$ cat src/rtl/comp_pkg.sv
`timescale 1ns/1ps
`default_nettype none
// ============================================================================
// Module      : comp_pkg
// Description : Shared types and constants for the sequential magnitude
//               comparator: FSM state encoding, result-vector bit positions
//               and the slice-count helper.
// Revision    : 1.0 - initial release
// ============================================================================
package comp_pkg;

    // Explicit encoding so the state register width is fixed at 2 bits
    typedef enum logic [1:0] {
        IDLE = 2'd0,
        SCAN = 2'd1,
        DONE = 2'd2
    } state_t;

    // Bit positions inside the 3-bit {gt, eq, lt} result vector
    localparam int GT = 2;
    localparam int EQ = 1;
    localparam int LT = 0;

    // Number of DIGIT-wide slices in a WIDTH-bit operand (0 guards a bad DIGIT)
    function automatic int num_slices(input int width, input int digit);
        return (digit > 0) ? (width / digit) : 0;
    endfunction

endpackage
`default_nettype wire

$ cat src/rtl/comp_slice.sv
`timescale 1ns/1ps
`default_nettype none
// ============================================================================
// Module      : comp_slice
// Description : DIGIT-bit combinational unsigned magnitude comparator.
//               Exactly one of gt/eq/lt is high for any input pair.
// Ports       : a, b  - DIGIT-bit unsigned operands
//               gt    - a > b
//               eq    - a == b
//               lt    - a < b
// Revision    : 1.0 - initial release
// ============================================================================
module comp_slice #(
    parameter int DIGIT = 4
) (
    input  logic [DIGIT-1:0] a,
    input  logic [DIGIT-1:0] b,
    output logic             gt,
    output logic             eq,
    output logic             lt
);

    assign gt = (a > b);
    assign eq = (a == b);
    assign lt = (a < b);

endmodule
`default_nettype wire

$ cat src/rtl/mag_comp_seq.sv
`timescale 1ns/1ps
`default_nettype none
// ============================================================================
// Module      : mag_comp_seq
// Description : Sequential WIDTH-bit magnitude comparator, signed or unsigned.
//               Scans operands MSB-first, DIGIT bits per cycle, and stops on
//               the first differing slice. Valid/ready on both sides.
// Ports       : clk, rst_n            - clock, async active-low reset
//               in_valid / in_ready   - operand handshake
//               a, b, signed_mode     - operands and compare mode
//               out_valid / out_ready - verdict handshake
//               gt, eq, lt            - registered one-hot verdict
// Revision    : 1.0 - initial release
// ============================================================================
module mag_comp_seq
    import comp_pkg::*;
#(
    parameter int WIDTH = 16,
    parameter int DIGIT = 4
) (
    input  logic             clk,
    input  logic             rst_n,
    input  logic             in_valid,
    output logic             in_ready,
    input  logic [WIDTH-1:0] a,
    input  logic [WIDTH-1:0] b,
    input  logic             signed_mode,
    output logic             out_valid,
    input  logic             out_ready,
    output logic             gt,
    output logic             eq,
    output logic             lt
);

    localparam int c_NSLICE = num_slices(WIDTH, DIGIT);
    localparam int c_CNT_W  = (c_NSLICE > 1) ? $clog2(c_NSLICE) : 1;

    // Parameter sanity; DIGIT is tested first so the modulo never divides by 0
    generate
        if ((DIGIT < 1) || ((WIDTH % ((DIGIT < 1) ? 1 : DIGIT)) != 0)) begin : g_bad_params
            $fatal(1, "mag_comp_seq: WIDTH must be a non-zero multiple of DIGIT >= 1");
        end
    endgenerate

    state_t             r_state;
    state_t             w_next;
    logic [WIDTH-1:0]   r_a;
    logic [WIDTH-1:0]   r_b;
    logic               r_signed;
    logic [c_CNT_W-1:0] r_cnt;
    logic [2:0]         r_res;

    logic [DIGIT-1:0]   w_sa;
    logic [DIGIT-1:0]   w_sb;
    logic               w_gt;
    logic               w_eq;
    logic               w_lt;
    logic [2:0]         w_slice_res;
    logic               w_first;
    logic               w_last;
    logic               w_finish;

    // Counter still holds its load value only during the first SCAN cycle
    assign w_first  = (r_cnt == c_CNT_W'(c_NSLICE - 1));
    assign w_last   = (r_cnt == '0);
    assign w_finish = !w_eq || w_last;

    // Signed compare: flipping the sign bit maps two's complement onto
    // offset binary, so the remaining slices compare correctly as unsigned
    always_comb begin
        w_sa = r_a[WIDTH-1 -: DIGIT];
        w_sb = r_b[WIDTH-1 -: DIGIT];
        if (w_first && r_signed) begin
            w_sa[DIGIT-1] = ~w_sa[DIGIT-1];
            w_sb[DIGIT-1] = ~w_sb[DIGIT-1];
        end
    end

    comp_slice #(
        .DIGIT (DIGIT)
    ) u_slice (
        .a  (w_sa),
        .b  (w_sb),
        .gt (w_gt),
        .eq (w_eq),
        .lt (w_lt)
    );

    always_comb begin
        w_slice_res     = '0;
        w_slice_res[GT] = w_gt;
        w_slice_res[EQ] = w_eq;
        w_slice_res[LT] = w_lt;
    end

    // State register
    always_ff @(posedge clk or negedge rst_n) begin
        if (!rst_n) begin
            r_state <= IDLE;
        end else begin
            r_state <= w_next;
        end
    end

    // Next-state logic
    always_comb begin
        w_next = r_state;
        case (r_state)
            IDLE:    if (in_valid)  w_next = SCAN;
            SCAN:    if (w_finish)  w_next = DONE;
            DONE:    if (out_ready) w_next = IDLE;
            default:                w_next = IDLE;
        endcase
    end

    // Datapath: operand shift registers, slice counter and verdict
    always_ff @(posedge clk or negedge rst_n) begin
        if (!rst_n) begin
            r_a      <= '0;
            r_b      <= '0;
            r_signed <= 1'b0;
            r_cnt    <= '0;
            r_res    <= '0;
        end else begin
            case (r_state)
                IDLE: begin
                    if (in_valid) begin
                        r_a      <= a;
                        r_b      <= b;
                        r_signed <= signed_mode;
                        r_cnt    <= c_CNT_W'(c_NSLICE - 1);
                    end
                end
                SCAN: begin
                    if (w_finish) begin
                        // On the last slice an equal result latches eq
                        r_res <= w_slice_res;
                    end else begin
                        r_a   <= r_a << DIGIT;
                        r_b   <= r_b << DIGIT;
                        r_cnt <= r_cnt - c_CNT_W'(1);
                    end
                end
                DONE: begin
                    if (out_ready) begin
                        r_res <= '0;
                    end
                end
                default: begin
                    r_res <= '0;
                end
            endcase
        end
    end

    assign in_ready  = (r_state == IDLE);
    assign out_valid = (r_state == DONE);
    assign gt        = r_res[GT];
    assign eq        = r_res[EQ];
    assign lt        = r_res[LT];

endmodule
`default_nettype wire

$ cat config.mk
export PLATFORM = sky130hd
export DESIGN_NAME = mag_comp_seq
export DESIGN_NICKNAME = d
export VERILOG_FILES = /design/src/rtl/comp_pkg.sv /design/src/rtl/comp_slice.sv /design/src/rtl/mag_comp_seq.sv
export SDC_FILE = /design/constraint.sdc
export NUM_CORES = 1
export LEC_CHECK = 0
export ABC_CLOCK_PERIOD_IN_PS = 2610
export CELL_PAD_IN_SITES_DETAIL_PLACEMENT = 1
export CELL_PAD_IN_SITES_GLOBAL_PLACEMENT = 1
export CORE_AREA = 2 2 80 82
export DETAILED_ROUTE_END_ITERATION = 6
export DIE_AREA = 0 0 82 84
export PLACE_DENSITY_LB_ADDON = 0.1
export SLEW_MARGIN = 20
export SYNTH_ARGS = -nofsm -noshare
export SYNTH_HDL_FRONTEND = slang
export SYNTH_HIERARCHICAL = 1
export SYNTH_SLANG_ARGS = --single-unit
$ cat constraint.sdc
create_clock -name clk -period 2.61 [get_ports clk]
set_clock_uncertainty 0.05 [all_clocks]
set_input_delay 0.261 -clock clk [delete_from_list [all_inputs] [get_ports clk]]
set_output_delay 0.261 -clock clk [all_outputs]
set_load 0.01 [all_outputs]
==> impl_metrics.tcl, run 1 <==
set metrics [dict create \
    dr.pass1.iters 4 \
    p_total_mw 3.12 \
    place_area_um2 2510 \
    layout.cells.non_filler 301 \
    place_congestion 0.714 \
    synth.avg_cell_area_um2 11.7 \
    ant_nets 0 \
    min_period_ns 2.44 \
    fmax_ghz 0.411 \
    hold_class "in2async" \
    maxSlewHeadroom_pct 38.6 \
    rows 29 \
    crit_path_end_kind "flip-flop" \
    fin_area_um2 2630 \
    status "finished, final reports clean" \
    yosysTopAreaCell "dfrtp_1" \
    grt.total_usage_pct 15.0 \
    io_pins 42 \
    crit_path_start_kind "flip-flop" \
    hold_viol_final 0 \
    layout-drive-gt1-share_pct 14.7 \
    vias_per_cell 4.98 \
    portBuffers 41 \
    nets 266 \
    synth_cell_types 28 \
    core_um2 6100 \
    yosysTopAreaCellShare_pct 48.0 \
    syn-num-nets 221 \
    p_leak_nw 1.10 \
    die_area_um2 6890 \
    yosysWarnings 6 \
    grt_pass1_wl_um 7980 \
    hpwl_um 3300 \
    wl_um 4680 \
    grt_setup_unrepaired "no" \
    cts_max_path_buffers 2 \
    ys_top_cells_by_count "dfrtp_1, nor3_1, a21oi_1, mux2i_1, a22o_1" \
    dieHeight_um 84 \
    drc 0 \
    placedCellCount 289 \
    cts_buffers 5 \
    p_per_area_nw_per_um2 1180 \
    via_count 1498 \
    rr_worst_depth 12 \
    h-tree-depth 2 \
    final_core_util_pct 43.2 \
    place_ws_ns -0.121 \
    n_fill_cell 665 \
    clkLatencyLatePin_ns 0.28 \
    synth.most_common_cell "dfrtp_1" \
    cts_tree "built" \
    synthArstFlopShare_pct 100 \
    multi_input_area_um2 927 \
    synth_ff_type "dfrtp_1" \
    synth_area_um2 2090 \
    period_share_pct 93.3 \
    synthCells 178 \
    drtIter0Drc 29 \
    r2r_end "r_a[4]" \
    worst_slack_ns 0.174 \
    n_antenna_cell 0 \
    reg2reg_from "r_cnt[0]" \
    ys_seq_area_share_pct 48.0 \
    hold_ws_ns 0.0657 \
    tightestPinTransition_ns 0.921 \
    crit_required_ns 2.73 \
    crit_arrival_ns 2.55 \
    slew_violations 0 \
    cts_hold_buf 0 \
    antenna_found_initial 0 \
    reg2reg_slack_ns 0.17 \
    cts_root_buf "clkbuf_8" \
    critical_path_class "reg2reg" \
    setup_viol 0 \
    syn2layout_area_growth_pct 26.2 \
    fp.dieW_um 82 \
    seq_area_um2 1000 \
    grt_max_degree 41 \
    ys_ff_latch 40 \
    first_global_vias 1617 \
    overflow 0 \
    cts.sinks 40 \
    drv_cap 0 \
    wl_per_cell_um 15.5 \
    cp_max_fo 19 \
    ir_drop_mv 0.479 \
    ys_top_cells_by_area "dfrtp_1, mux2i_1, nor3_1" \
    start_util_pct 34.2 \
    setup-tns-final_ns 0 \
    synth-edff-count 0 \
    clk_pin_slew_ns 0.07 \
]
[kinds of logic after synthesis]
family | after synthesis | synth area share (%)
adders and majority gates | 6 | 3.60
buffers and inverters | 20 | 7.73
muxes | 26 | 12.8
xor gates and xnor gates | 2 | 0.839
AOI/OAI and AO/OA | 43 | 14.1
and+or+nand+nor | 41 | 12.9
DFF | 40 | 48.0
[cell usage in the layout (no fill, tap or decap), types with 2 or more instances in the layout]
| cell type | synthesis | final |
|---|---|---|
| dfrtp_1 | 40 | 40 |
| buf_4 | 5 | 10 |
| clkbuf_1 | 0 | 2 |
| mux2i_1 | 23 | 23 |
| nor2_1 | 3 | 2 |
| clkdlybuf4s50_1 | 0 | 40 |
| a21oi_1 | 23 | 23 |
| nor3_1 | 24 | 24 |
| xnor2_1 | 2 | 2 |
| nor2b_4 | 2 | 2 |
| clkbuf_8 | 0 | 6 |
| a21oi_2 | 5 | 5 |
| nand2_1 | 4 | 4 |
| a22o_1 | 10 | 10 |
| nor2b_1 | 2 | 2 |
| and2_1 | 2 | 2 |
| inv_1 | 6 | 6 |
| mux2_2 | 2 | 2 |
| ha_1 | 6 | 6 |
[where the power goes]
group | switching, mW | internal, mW | total (mW)
clock network | 0.200 | 0.216 | 0.415
registers | 0.204 | 0.913 | 1.12
logic | 0.770 | 0.819 | 1.59
[how the worst max path moves through the flow]
stage / from / end / depth (start not counted)
6_report: r_cnt[0] / r_a[4] / 12
5_1_grt: r_cnt[0] / r_a[4] / 12
4_1_cts: r_cnt[0] / r_a[4] / 12
3_5_place_dp: r_cnt[0] / r_a[4] / 11
3_3_place_gp: r_cnt[0] / r_a[4] / 11
2_1_floorplan: r_cnt[0] / r_a[4] / 12
[flip-flops by register name (all words and copies together), names as in the netlist]
signal / flops
r_state: 2
r_signed: 1
r_cnt: 2
r_b: 16
r_a: 16
r_res: 3
[what timing repair did]
| action | CTS | global route |
|---|---|---|
| pin swaps | 1 | 1 |
| setup endpoints to repair | 12 | 9 |
| buffers inserted | 1 | 3 |
| endpoints found under the hold margin | 0 | 0 |
| gates resized for setup | 0 | 2 |
[worst max-delay path, stage by stage (launching register included)]
cell and delay (ns):
dfrtp_1 0.41, ha_1 0.20, nand2_1 0.10, xnor2_1 0.13
inv_1 0.06, ha_1 0.29, nand2_1 0.08, nor2_2 0.14
nor4bb_4 0.20, buf_4 0.19, nor2_8 0.05, clkinv_8 0.11
mux2_4 0.30
[per-layer routing]
metal	wire (um)	up-vias	GRT usage (%)	part of all wire (%)
met4	53	0	4.09	1.1
met5	0	-	0	0
met3	197	5	3.46	4.2
li1	-	729	-	-
met1	2100	731	19.7	45
met2	2330	33	24.7	50
[area by class of cell]
class	instances	share of cell area (%)
Multi-Input combinational cell	118	35.2
Tap cell	77	3.66
Timing Repair Buffer	51	18.2
Sequential cell	40	38.0
Clock buffer	8	3.42
Inverter	7	1.47
No activity file was read; power rests on OpenSTA's default activity.
==> inputs of run 2 (changes only) <==
- ABC_AREA: unset -> 1
- CORE_AREA: 2 2 80 82 -> 2 2 83 85
- CTS_CLUSTER_DIAMETER: unset -> 120
- DIE_AREA: 0 0 82 84 -> 0 0 85 87
==> run 2 against run 1 <==
  * Setup slack better by 0.061 ns
  * Combinational power down 11%
  * Power down 6.3%
  * Fmax up 2.6%
  * Non-clock buffer count down 4
  * Area after synthesis down 1.2%
  * Sequential share of layout area down 0.072 points
  * Count of clock-buffer cells in the layout down 1
  * Register-to-register slack better by 0.06 ns
  * Largest cell class unchanged
==> impl_metrics.tcl, run 2 <==
set metrics [dict create \
    status "finished, final reports clean" \
    fp.dieW_um 85 \
    crit_path_end_kind "flip-flop" \
    ant_nets 0 \
    ys_ff_latch 40 \
    rows 30 \
    core_um2 6570 \
    portBuffers 41 \
    min_period_ns 2.37 \
    postCtsSetupBuffers 0 \
    endpoint "r_cnt[1]" \
    crit_arrival_ns 2.53 \
    yosysWarnings 6 \
    yosysTopAreaCell "dfrtp_1" \
    place_congestion 0.725 \
    n_fill_cell 826 \
    grt_pass1_wl_um 8690 \
    cts_max_path_buffers 2 \
    cts_buffers 5 \
    final_core_util_pct 40.2 \
    placedCellCount 388 \
    layout_common_cells "nand2_1, clkdlybuf4s50_1, dfrtp_1, nand3_1, inv_1" \
    layout-drive-gt1-share_pct 8.23 \
    die_area_um2 7400 \
    slew_violations 0 \
    h-tree-depth 2 \
    final_common_cell "nand2_1" \
    grt_max_degree 41 \
    n_antenna_cell 0 \
    io_pins 42 \
    synth-edff-count 0 \
    hold_viol_final 0 \
    ir_drop_mv 0.422 \
    clkLatencyLatePin_ns 0.29 \
    layout.cells.non_filler 396 \
    crit_required_ns 2.77 \
    antenna_found_initial 0 \
    hold_class "in2async" \
    synth.avg_cell_area_um2 7.58 \
    p_per_area_nw_per_um2 1110 \
    drc 0 \
    grt_setup_unrepaired "no" \
    grt.total_usage_pct 14.6 \
    cts_tree "built" \
    p_leak_nw 1.37 \
    synth.most_common_cell "nand2_1" \
    period_share_pct 91.0 \
    maxSlewHeadroom_pct 39.3 \
    reg2reg_slack_ns 0.24 \
    wl_per_cell_um 12.6 \
    dieHeight_um 87 \
    cts.sinks 40 \
    place_area_um2 2540 \
    via_count 1780 \
    tightestPinTransition_ns 0.911 \
    cp_max_fo 12 \
    overflow 0 \
    p_total_mw 2.92 \
    synth_cell_types 20 \
    start_util_pct 31.4 \
    fmax_ghz 0.421 \
    ys_top_cells_by_area "dfrtp_1, nand2_1, nand3_1" \
    rr_worst_depth 14 \
    hpwl_um 3490 \
    clk_pin_slew_ns 0.08 \
    crit_path_start_kind "flip-flop" \
    synth_area_um2 2060 \
    setup_viol 0 \
    first_global_vias 1859 \
    ys_top_cells_by_count "nand2_1, dfrtp_1, nand3_1" \
    cts_hold_buf 0 \
    drtIter0Drc 35 \
    fin_area_um2 2640 \
    synth_ff_type "dfrtp_1" \
    critical_path_class "reg2reg" \
    drv_cap 0 \
    top_regs "r_a (16), r_b (16), r_res (3)" \
    nets 358 \
    yosysTopAreaCellShare_pct 48.5 \
    ys_seq_area_share_pct 48.5 \
    cts_root_buf "clkbuf_8" \
    synthCells 272 \
    wl_um 4980 \
    setup-tns-final_ns 0 \
    syn2layout_area_growth_pct 28.0 \
    synthArstFlopShare_pct 100 \
    vias_per_cell 4.49 \
    syn-num-nets 315 \
    dr.pass1.iters 4 \
    setup.worst_path.start "r_cnt[0]" \
    reg2reg_from "r_cnt[0]" \
    r2r_end "r_cnt[1]" \
]
[run 2: cell types whose count changed after synthesis, moves of 5 or more]
| cell | previous run | this run |
|---|---|---|
| inv_1 | 6 | 20 |
| a21oi_2 | 5 | 0 |
| buf_4 | 5 | 0 |
| mux2i_1 | 23 | 0 |
| nor3_1 | 24 | 0 |
| a21oi_1 | 23 | 2 |
| o21ai_0 | 0 | 15 |
| nand2_1 | 4 | 129 |
| o21ai_1 | 0 | 5 |
| nand3_1 | 0 | 24 |
| buf_2 | 0 | 7 |
| a22o_1 | 10 | 0 |
| buf_6 | 8 | 3 |
[run 2: logic make-up after synthesis]
logic type	count (synthesis)	synth area share (%)
flip-flops	40	48.5
buffers and inverters	34	7.71
XOR/XNOR	2	0.850
AND/OR/NAND/NOR	168	33.9
AO/OA/AOI/OAI	22	5.34
adder cells (fa/ha/maj)	6	3.64
[run 2: stage by stage]
step	hold WS [ns]	setup slack (ns)
4_1_cts	0.0908	0.0691
6_report	0.0503	0.235
3_5_place_dp	0.408	0.135
3_3_place_gp	0.409	0.252
5_1_grt	0.119	0.0113
2_1_floorplan	-0.0846	0.460
[run 2: how the worst min path moves through the flow]
stage | start | end | slack [ns] | cells past startpoint
2_1_floorplan | rst_n | r_a[0] | -0.08 | 0
3_3_place_gp | r_res[2] | r_res[2] | 0.41 | 2
3_5_place_dp | rst_n | r_res[2] | 0.41 | 1
4_1_cts | rst_n | r_res[2] | 0.09 | 1
5_1_grt | rst_n | r_a[14] | 0.12 | 1
6_report | rst_n | r_res[2] | 0.05 | 1
[run 2: per-layer routing]
layer / GRT usage (%) / vias up / routed length (um)
li1: - / 924 / -
met1: 19.5 / 824 / 2390
met2: 24.4 / 30 / 2410
met3: 3.13 / 2 / 161
met4: 3.46 / 0 / 20
met5: 0 / - / 0
[run 2: critical path, stage by stage (launching register included)]
cell and delay (ns):
dfrtp_1 0.40, ha_1 0.20, nand2_1 0.10, xnor2_1 0.12
inv_1 0.05, ha_1 0.28, nand2_1 0.08, nor2_2 0.16
inv_1 0.07, nor2_2 0.18, nand2_4 0.09, nand2_4 0.16
buf_4 0.19, nand2_1 0.07, o21ai_1 0.09
[run 2: report_power, final]
| group | switching [mW] | leakage, nW | internal (mW) |
|---|---|---|---|
| Clock | 0.215 | 0.0445 | 0.215 |
| Sequential | 0.160 | 0.496 | 0.915 |
| Combinational | 0.857 | 0.832 | 0.560 |
[run 2: area by class of cell]
type,count,area [um2],share of cell area [%]
Timing Repair Buffer,47,450,17.1
Tap cell,80,100,3.79
Clock buffer,7,86.3,3.27
Clock inverter,1,7.51,0.284
Multi-Input combinational cell,198,907,34.4
Sequential cell,40,1000,37.9
Inverter,23,86.3,3.27
[run 2: repair_timing]
| action | CTS | global route |
|---|---|---|
| setup endpoints to repair | 0 | 29 |
| endpoints found under the hold margin | 0 | 0 |
| resized for setup | 0 | 2 |
